<file path="src/rtl/jpeg_stream_sequencer.sv">
// Frame controller around the JPEG output stage: frame FIFO, 1-padded tail word, SOI/EOI framing.
// Define JPEG_SEQ_MARKERS_EN to emit SOI/EOI markers; otherwise out_last flags the final word.
module jpeg_stream_sequencer #(
  parameter int unsigned FIFO_DEPTH  = 8,
  parameter int unsigned EOF_TIMEOUT = 64
) (
  input  logic        clk,
  input  logic        rst,
  input  logic        start,
  input  logic        frame_end,
  output logic        enc_enable,
  output logic        enc_eof,
  input  logic [31:0] enc_data,
  input  logic        enc_data_ready,
  input  logic [4:0]  enc_eof_count,
  input  logic        enc_eof_partial,
  output logic [31:0] out_data,
  output logic [2:0]  out_bytes,
  output logic        out_valid,
  input  logic        out_ready,
  output logic        out_last,
  output logic        busy,
  output logic        overflow,
  output logic        eof_timeout
);

`ifdef JPEG_SEQ_MARKERS_EN
  localparam bit Markers = 1'b1;
`else
  localparam bit Markers = 1'b0;
`endif

  localparam int unsigned AW = $clog2(FIFO_DEPTH);
  localparam int unsigned TW = $clog2(EOF_TIMEOUT) + 1;
  localparam logic [AW:0] CntFull = (AW + 1)'(FIFO_DEPTH);
  localparam logic [AW:0] CntOne  = (AW + 1)'(1);

  typedef enum logic [2:0] {
    StIdle, StSoi, StStream, StWaitEof, StDrain, StTail, StEoi
  } state_e;

  state_e        state_q, state_d;
  logic [31:0]   mem [FIFO_DEPTH];
  logic [AW-1:0] rd_ptr_q, rd_ptr_d, wr_ptr_q, wr_ptr_d;
  logic [AW:0]   count_q, count_d;
  logic [31:0]   tail_data_q, tail_data_d;
  logic [4:0]    tail_cnt_q, tail_cnt_d;
  logic [TW-1:0] tmo_q, tmo_d;
  logic          eof_q, eof_d;
  logic          overflow_q, overflow_d;
  logic          timeout_q, timeout_d;

  logic          push_req, push_ok, pop, fifo_full, fifo_empty;
  logic [31:0]   tail_padded, tail_word;
  logic [2:0]    tail_n, tail_bytes;
  logic [7:0]    tail_lsb;
  logic          tail_ff, stuff_pend;

  assign fifo_full   = (count_q == CntFull);
  assign fifo_empty  = (count_q == '0);
  assign enc_eof     = eof_q;
  assign busy        = (state_q != StIdle);
  assign overflow    = overflow_q;
  assign eof_timeout = timeout_q;

  // Tail word: captured bits padded with ones, then 0xFF stuffing on its last valid byte.
  always_comb begin
    tail_padded = tail_data_q | (32'hFFFF_FFFF >> tail_cnt_q);
    tail_n      = 3'((6'(tail_cnt_q) + 6'd7) >> 3);
    case (tail_n)
      3'd1:    tail_lsb = tail_padded[31:24];
      3'd2:    tail_lsb = tail_padded[23:16];
      3'd3:    tail_lsb = tail_padded[15:8];
      default: tail_lsb = tail_padded[7:0];
    endcase
    tail_ff    = (tail_cnt_q != 5'd0) && (tail_lsb == 8'hFF);
    stuff_pend = tail_ff && (tail_n == 3'd4);
    tail_word  = tail_padded;
    tail_bytes = tail_n;
    if (tail_ff && !stuff_pend) begin
      // Stuffed 0x00 follows the last valid byte; everything below it is zero.
      tail_word  = tail_padded & ~(32'hFFFF_FFFF >> {tail_n, 3'b000});
      tail_bytes = tail_n + 3'd1;
    end
  end

  always_comb begin
    state_d     = state_q;
    rd_ptr_d    = rd_ptr_q;
    wr_ptr_d    = wr_ptr_q;
    count_d     = count_q;
    tail_data_d = tail_data_q;
    tail_cnt_d  = tail_cnt_q;
    tmo_d       = tmo_q;
    eof_d       = 1'b0;
    overflow_d  = overflow_q;
    timeout_d   = timeout_q;
    enc_enable  = 1'b0;
    out_valid   = 1'b0;
    out_data    = 32'h0;
    out_bytes   = 3'd0;
    out_last    = 1'b0;
    push_req    = 1'b0;
    pop         = 1'b0;
    push_ok     = 1'b0;

    if (state_q inside {StStream, StWaitEof, StDrain}) begin
      out_valid = !fifo_empty;
      out_data  = fifo_empty ? 32'h0 : mem[rd_ptr_q];
      out_bytes = fifo_empty ? 3'd0 : 3'd4;
      pop       = !fifo_empty && out_ready;
    end

    case (state_q)
      StIdle: begin
        if (start) begin
          rd_ptr_d    = '0;
          wr_ptr_d    = '0;
          count_d     = '0;
          tail_data_d = 32'h0;
          tail_cnt_d  = 5'd0;
          tmo_d       = '0;
          overflow_d  = 1'b0;
          timeout_d   = 1'b0;
          state_d     = Markers ? StSoi : StStream;
        end
      end
      StSoi: begin
        out_valid = 1'b1;
        out_data  = 32'hFFD8_0000;
        out_bytes = 3'd2;
        if (out_ready) state_d = StStream;
      end
      StStream: begin
        enc_enable = 1'b1;
        push_req   = enc_data_ready;
        if (frame_end) begin
          eof_d   = 1'b1;
          tmo_d   = '0;
          state_d = StWaitEof;
        end
      end
      StWaitEof: begin
        enc_enable = 1'b1;
        push_req   = enc_data_ready;
        if (enc_eof_partial) begin
          tail_data_d = enc_data;
          tail_cnt_d  = enc_eof_count;
          tmo_d       = '0;
          state_d     = StDrain;
        end else if (tmo_q == TW'(EOF_TIMEOUT - 1)) begin
          timeout_d  = 1'b1;
          tail_cnt_d = 5'd0;
          state_d    = StDrain;
        end else begin
          tmo_d = tmo_q + TW'(1);
        end
      end
      StDrain: begin
        // Without markers and without a tail, the last FIFO word closes the frame.
        out_last = !Markers && (count_q == CntOne) && (tail_cnt_q == 5'd0);
        if (fifo_empty || ((count_q == CntOne) && pop)) begin
          if (tail_cnt_q != 5'd0) state_d = StTail;
          else                    state_d = Markers ? StEoi : StIdle;
        end
      end
      StTail: begin
        out_valid = 1'b1;
        out_data  = tail_word;
        out_bytes = tail_bytes;
        out_last  = !Markers && !stuff_pend;
        if (out_ready) state_d = (Markers || stuff_pend) ? StEoi : StIdle;
      end
      StEoi: begin
        out_valid = 1'b1;
        out_last  = 1'b1;
        if (!Markers) begin
          out_data  = 32'h0;
          out_bytes = 3'd1;
        end else if (stuff_pend) begin
          out_data  = 32'h00FF_D900;
          out_bytes = 3'd3;
        end else begin
          out_data  = 32'hFFD9_0000;
          out_bytes = 3'd2;
        end
        if (out_ready) state_d = StIdle;
      end
      default: state_d = StIdle;
    endcase

    // A full FIFO drops the word even if a pop frees a slot this cycle.
    push_ok = push_req && !fifo_full;
    if (push_req && fifo_full) overflow_d = 1'b1;
    if (push_ok) wr_ptr_d = wr_ptr_q + AW'(1);
    if (pop)     rd_ptr_d = rd_ptr_q + AW'(1);
    if (push_ok && !pop)      count_d = count_q + CntOne;
    else if (!push_ok && pop) count_d = count_q - CntOne;
  end

  always_ff @(posedge clk or negedge rst) begin
    if (!rst) begin
      state_q     <= StIdle;
      rd_ptr_q    <= '0;
      wr_ptr_q    <= '0;
      count_q     <= '0;
      tail_data_q <= 32'h0;
      tail_cnt_q  <= 5'd0;
      tmo_q       <= '0;
      eof_q       <= 1'b0;
      overflow_q  <= 1'b0;
      timeout_q   <= 1'b0;
    end else begin
      state_q     <= state_d;
      rd_ptr_q    <= rd_ptr_d;
      wr_ptr_q    <= wr_ptr_d;
      count_q     <= count_d;
      tail_data_q <= tail_data_d;
      tail_cnt_q  <= tail_cnt_d;
      tmo_q       <= tmo_d;
      eof_q       <= eof_d;
      overflow_q  <= overflow_d;
      timeout_q   <= timeout_d;
    end
  end

  always_ff @(posedge clk) begin
    if (push_ok) mem[wr_ptr_q] <= enc_data;
  end

endmodule

</file>
<file path="config.mk">
export PLATFORM = sky130hd
export DESIGN_NAME = jpeg_stream_sequencer
export DESIGN_NICKNAME = d
export VERILOG_FILES = /design/src/rtl/jpeg_stream_sequencer.sv
export SDC_FILE = /design/constraint.sdc
export NUM_CORES = 1
export LEC_CHECK = 0
export CAP_MARGIN = 20
export CORE_AREA = 2 2 236 122
export DETAILED_ROUTE_END_ITERATION = 12
export DIE_AREA = 0 0 238 124
export PLACE_DENSITY = 0.77
export SLEW_MARGIN = 25
export SYNTH_ARGS = -nofsm -noshare
export SYNTH_HDL_FRONTEND = slang
export SYNTH_SLANG_ARGS = --single-unit
</file>
<file path="constraint.sdc">
create_clock -name clk -period 7 [get_ports clk]
set_clock_uncertainty 0.1 [all_clocks]
set_input_delay 1.05 -clock clk [delete_from_list [all_inputs] [get_ports clk]]
set_output_delay 1.05 -clock clk [all_outputs]
set_load 0.1 [all_outputs]
</file>
==> run summary, run 1 <==
Final core area utilization - 57.9%
Synth area leader - edfxtp_1
Maxcap violations - 0
Internal power - 4.29 mW
Cts repair resizes - 0
Via count - 8,484
Routed WL - 34.9 mm
Worst skew pair latency - 0.58 ns
Fin crit share - 93.3%
H-Tree Depth - 1
Clock Tree Root - clkbuf_16
First-pass GRT wire length - 51.9 mm
Placer's final routability congestion estimate - 1.01
Die ar. - 29,500 µm²
Initial antenna violation count - 0
Sequential area share after synthesis - 67.6%
IO buf count - 85
Cell count after synthesis - 884
Peak supply drop - 0.400 mV
Pre-antenna DRT Iters - 5
Nets - 1,025
Setup Fix Bufs, Post-CTS - 0
Largest stage delay, worst path - 1.00 ns
Clk buf depth - 3
Place WS - 1.17 ns
Post-synth top cells - edfxtp_1 (256), nand2_1 (94), mux4_2 (64)
Placeable Area - 27,300 µm²
CTS Hold Buffers Added - 0
Combinational share of power - 45.7%
Number of diodes - 0
Crit path kind - flop to output pin
Count of final setup violators - 0
Hold Path Class - flop to flop
WL per Instance - 25.8 µm
Synth Area per Inst - 15.3 µm²
Arrival @ worst endpoint - 5.38 ns
Mapped Nets - 940
Total power of the final layout - 7.84 mW
Cell Count, Final, Fillers Out - 1,350
Yosys Warn Count - 0
Net switching power - 3.55 mW
GRT Overall Usage - 24.1%
IO Pins - 86
#FFs+latches synth - 315
Initial drt markers - 1,017
Site row count - 43
Top cells by area, synth - edfxtp_1 (57%), dfrtp_1 (11%), mux4_2 (11%)
DIE WIDTH - 238 µm
ANT nets after route - 0
Status - finished, final reports clean
Clock Pin Slew Worst Setup and Hold Paths - 0.07 ns
Max Freq - 153 MHz
Unrepaired setup endpoints after global routing - false
Final Instance Area - 15,800 µm²
Worst-Margin Slew - 1.00 ns
EDFF count, synth - 256
Initial core utilization - 49.6%
Slew HR - 33.1%
CTS tree - yes
Final hold slack - 0.387 ns
Layout cells sized above 1 - 16.3%
Crit-path most repeated cell - ha_1
Vias in the first global route - 8,105
Largest net degree at the start of global routing - 63
Post-synth top area share - 56.7%
Drt via density - 6.28
Sequential share of power - 33.5%
Sink Count - 315
DP Area - 14,900 µm²
Worst EP required - 5.85 ns
Ys flop type - edfxtp_1
Leak - 5.34 nW
PD cells - 495 nW/µm²
Final Max Tran Viols - 0
Die Y - 124 µm
Area growth syn-to-layout - 16.8%
Yosys cell types - 57
Count leader, synth - edfxtp_1
Tmin final - 6.53 ns
Mapped Area - 13,600 µm²
CTS Buf Count - 27
CP Cell Sequence - nor2_1, nand2_1, and2_1, ha_1, ha_1, inv_1, o221ai_1, nand4_1, o21ai_2, and3_1, o32ai_2, clkdlybuf4s50_1
Number of remaining DRC errors - 0
Placed instance count - 1,300
CP max stage cell - clkdlybuf4s50_1
Final Hold Fails - 0
Clock network power share - 20.8%
Setup ws final - 0.471 ns
Critical Path End Type - output pin
CP max FO - 22
Sw Share - 45.3%
Worst Setup Start Kind - flop
Remaining global-route overflow - 0
Post-synth ARST share - 18.7%
Setup TNS - 0 ns
DP HPWL - 23.0 mm
## path summary, 6_finish.rpt
| kind | start | endpoint | slack, ns | depth (start not counted) |
|---|---|---|---|---|
| setup / recovery | tail_cnt_q[2] | out_data[6] | 0.47 | 12 |
| hold / removal | tail_data_q[25] | tail_data_q[25] | 0.39 | 2 |
| setup reg to reg | tail_cnt_q[2] | state_q[2] | 3.26 | 11 |
| hold reg to reg | tail_data_q[25] | tail_data_q[25] | 0.39 | 2 |
| max in group asynchronous | rst | rd_ptr_q[2] | 5.65 | 2 |
| min in group asynchronous | rst | rd_ptr_q[0] | 0.54 | 2 |
## power groups by stage
stage                     Clock, mW  Combinational [mW]  Sequential (mW)
after detailed placement          0                3.56             2.65
after CTS                      1.65                3.58             2.62
after floorplan                   0                2.73             2.49
after global placement            0                3.54             2.64
after global routing           1.73                3.75             2.66
final                          1.63                3.58             2.62
## sequential cells by signal, indices dropped and copies added (netlist names)
name,count
tmo_q,7
mem,256
tail_cnt_q,5
count_q,4
eof_timeout,1
wr_ptr_q,3
overflow,1
state_q,3
tail_data_q,31
enc_eof,1
rd_ptr_q,3
## critical path: cells and delay by family, from the launching register on
kind	cells	cell delay (ns)
simple gates	5	1.52
buf+inv	2	1.12
flops	1	0.83
compound gates	3	0.77
fa+ha+maj	2	0.55
## cells by family (layout without fill, tap and decap cells)
family	Yosys count	in the layout	share of synthesized area (%)
compound gates	175	175	8.80
simple gates	217	217	7.19
xor+xnor	4	4	0.258
fa+ha+maj	12	12	1.11
mux	98	98	13.1
flops	315	315	67.6
buf+inv	63	169	1.91
## layer usage
metal	share of wire [%]	up-vias	global-route usage (%)
met5	0	-	0
met4	2.6	0	6.41
met2	42	451	34.9
met3	9.8	69	5.12
met1	45	4323	37.2
li1	-	3641	-
## placed cells by master, fill, tap and decap left out, types with 4 or more instances in the layout
master	instances
o221ai_1	13
clkbuf_16	27
a21oi_1	28
clkbuf_1	4
a22o_1	4
clkinvlp_4	5
o21ai_0	58
nand3_1	14
a31oi_1	4
mux4_2	64
bufinv_16	5
o211ai_1	4
buf_4	22
nor3_2	4
a21o_1	13
o22ai_1	16
o32ai_2	5
inv_1	12
nand2b_1	9
a32o_1	5
nor2b_1	5
nor2_1	43
and3_1	5
mux2i_1	34
clkdlybuf4s50_1	82
nor3_1	21
ha_1	12
nand4_1	4
edfxtp_1	256
o31ai_1	4
dfrtp_1	56
nand2_1	94
## layout make-up
class,count,area [µm²]
Fill cell,2094,11500
Sequential cell,315,9170
Multi-Input combinational cell,506,4200
Timing Repair Buffer,106,1010
Clock buffer,32,704
Tap cell,360,450
Clock inverter,18,255
Inverter,13,48.8
No activity file was read; power rests on OpenSTA's default activity.
==> run 2: changes to the inputs <==
--- a/config.mk
+++ b/config.mk
@@ -10,6 +10,7 @@
 export DETAILED_ROUTE_END_ITERATION = 12
 export DIE_AREA = 0 0 238 124
 export PLACE_DENSITY = 0.77
+export REMOVE_ABC_BUFFERS = 1
 export SLEW_MARGIN = 25
 export SYNTH_ARGS = -nofsm -noshare
 export SYNTH_HDL_FRONTEND = slang
==> run 2 against run 1 <==
  * Cell area up 0.25%
  * Clock power up 6%
  * Worst setup slack better by 0.10 ns
  * Largest cell class unchanged
  * Die area unchanged
  * Via count down 1.9%
  * Hold slack better by 0.0011 ns
  * Global-route usage down 0.56 points
  * Total power up 0.59%
==> run summary, run 2 (synthesis gave the netlist of run 1 again) <==
Pre-antenna DRT Iters - 6 (+1)
Initial core utilization - 49.6% (unchanged)
Reg2reg end - state_q[2]
Sink Count - 315 (unchanged)
Nets - 1,023 (-0.20%)
Reg2reg start - tail_cnt_q[2]
Worst-Margin Slew - 1.02 ns (+0.0181 ns)
Largest reg by FF count - mem
Worst Hold Path EP - tail_data_q[25]
Area growth syn-to-layout - 17.1%
Cell Count, Final, Fillers Out - 1,348 (-0.15%)
First-pass GRT wire length - 50.9 mm (-1.9%)
Layout cells sized above 1 - 15.9% (-0.37 points)
Setup Fix Bufs, Post-CTS - 0 (unchanged)
Cts repair resizes - 0 (unchanged)
DP HPWL - 21.5 mm (-6.7%)
Worst Setup Start Kind - flop
Setup TNS - 0 ns (unchanged)
Via count - 8,325 (-1.9%)
Unrepaired setup endpoints after global routing - false
CP max FO - 17 (-23%)
Hold Path Class - flop to flop
Commonest non-fill, non-tap cell in the layout - edfxtp_1
Worst skew pair latency - 0.56 ns (-0.02 ns)
Crit path kind - flop to output pin
IO Pins - 86 (unchanged)
Leak - 5.36 nW (+0.39%)
Worst reg-to-reg setup slack - 3.44 ns (+0.18 ns)
Hold Path Cell Cnt - 2 (unchanged)
Fin crit share - 91.8% (-1.4 points)
Clock Pin Slew Worst Setup and Hold Paths - 0.07 ns (about the same)
H-Tree Depth - 1 (unchanged)
Site row count - 43 (unchanged)
Placed instance count - 1,298 (-0.15%)
CTS tree - yes
Number of diodes - 0 (unchanged)
GRT Overall Usage - 23.5% (-0.56 points)
Maxcap violations - 0 (unchanged)
Tmin final - 6.43 ns (-0.0998 ns)
Slew HR - 31.9% (-1.2 points)
CTS Hold Buffers Added - 0 (unchanged)
WL per Instance - 25.2 µm (-2.6%)
Final Hold Fails - 0 (unchanged)
Status - finished, final reports clean
Routed WL - 33.9 mm (-2.8%)
Count of final setup violators - 0 (unchanged)
Vias in the first global route - 8,082 (-0.28%)
IO buf count - 85 (unchanged)
Clk buf depth - 3 (unchanged)
Peak supply drop - 0.425 mV (+6.3%)
ANT nets after route - 0 (unchanged)
Critical Path End Type - output pin
Initial drt markers - 1,026 (+0.88%)
FF-to-FF path depth - 12 (+1)
Drt via density - 6.18 (-1.7%)
Top Registers - mem (256), tail_data_q (31), tmo_q (7)
Die ar. - 29,500 µm² (unchanged)
Final core area utilization - 58.1% (+0.15 points)
Max reg flops - 256 (unchanged)
CTS Buf Count - 27 (unchanged)
DIE WIDTH - 238 µm (unchanged)
PD cells - 496 nW/µm² (+0.33%)
Die Y - 124 µm (unchanged)
Placeable Area - 27,300 µm² (unchanged)
Initial antenna violation count - 0 (unchanged)
Most frequent cells in the layout - edfxtp_1 (256), nand2_1 (94), clkdlybuf4s50_1 (84), mux4_2 (64), o21ai_0 (58)
Number of remaining DRC errors - 0 (unchanged)
Arrival @ worst endpoint - 5.28 ns (-0.10 ns)
Largest net degree at the start of global routing - 63 (unchanged)
Max Freq - 156 MHz (+1.6%)
Hold path start - tail_data_q[25]
Remaining global-route overflow - 0 (unchanged)
Final Max Tran Viols - 0 (unchanged)
Clock Tree Root - clkbuf_16
Worst EP required - 5.85 ns (about the same)
Final hold slack - 0.389 ns (+0.00113 ns)
Placer's final routability congestion estimate - 0.942 (-7.0%)
==> run 2: critical path: stages (launching register included) <==
cell and delay (ns):
dfrtp_1 0.72, inv_2 0.29, xnor2_1 0.46, inv_1 0.15, ha_1 0.21, ha_1 0.30
o21ai_0 0.13, o221ai_1 0.18, nand4_1 0.20, o21ai_2 0.15, a41o_1 0.41, o22ai_1 0.33
clkdlybuf4s50_1 1.19
==> run 2: metal layers <==
metal / wire (µm) / vias up / part of all wire (%) / GRT usage [%]
met1: 15500 / 4267 / 46 / 35.6
met4: 795 / 0 / 2.3 / 6.80
met5: 0 / - / 0 / 0
li1: - / 3635 / - / -
met3: 2650 / 51 / 7.8 / 5.05
met2: 15000 / 372 / 44 / 34.7
==> run 2: report_power, final <==
group          internal [mW]  switching (mW)  leakage [nW]  total (mW)
sequential              2.31           0.303          3.10        2.61
clock                   1.04           0.684         0.492        1.72
combinational           1.05            2.49          1.77        3.55
==> run 2: how the worst max path moves through the flow <==
stage                   from           end  slack (ns)  cells after the start
6_report       tail_cnt_q[4]  out_data[14]        0.57                     12
5_1_grt        tail_cnt_q[4]   out_data[1]        0.30                     12
4_1_cts        tail_cnt_q[4]  out_data[13]        0.68                     12
3_5_place_dp   tail_cnt_q[1]  out_data[13]        1.26                     12
3_3_place_gp   tail_cnt_q[4]  out_data[13]        1.34                     12
2_1_floorplan  tail_cnt_q[1]  out_bytes[0]        0.03                     11
==> run 2: through the flow <==
step	setup slack, ns	area, µm²	power, mW
floorplan	0.0322	13300	5.19
global placement	1.34	14900	6.13
detailed placement	1.26	14900	6.17
CTS	0.681	15900	7.90
global route	0.297	15900	8.19
finish	0.571	15900	7.88
==> run 2: area by class of cell <==
| class | instances | area, µm² |
|---|---|---|
| tap | 360 | 450 |
| fill | 2115 | 11500 |
| clock buffer | 34 | 732 |
| multi-input combinational | 506 | 4200 |
| sequential | 315 | 9170 |
| timing repair buffer | 104 | 988 |
| inverter | 13 | 48.8 |
| clock inverter | 16 | 290 |
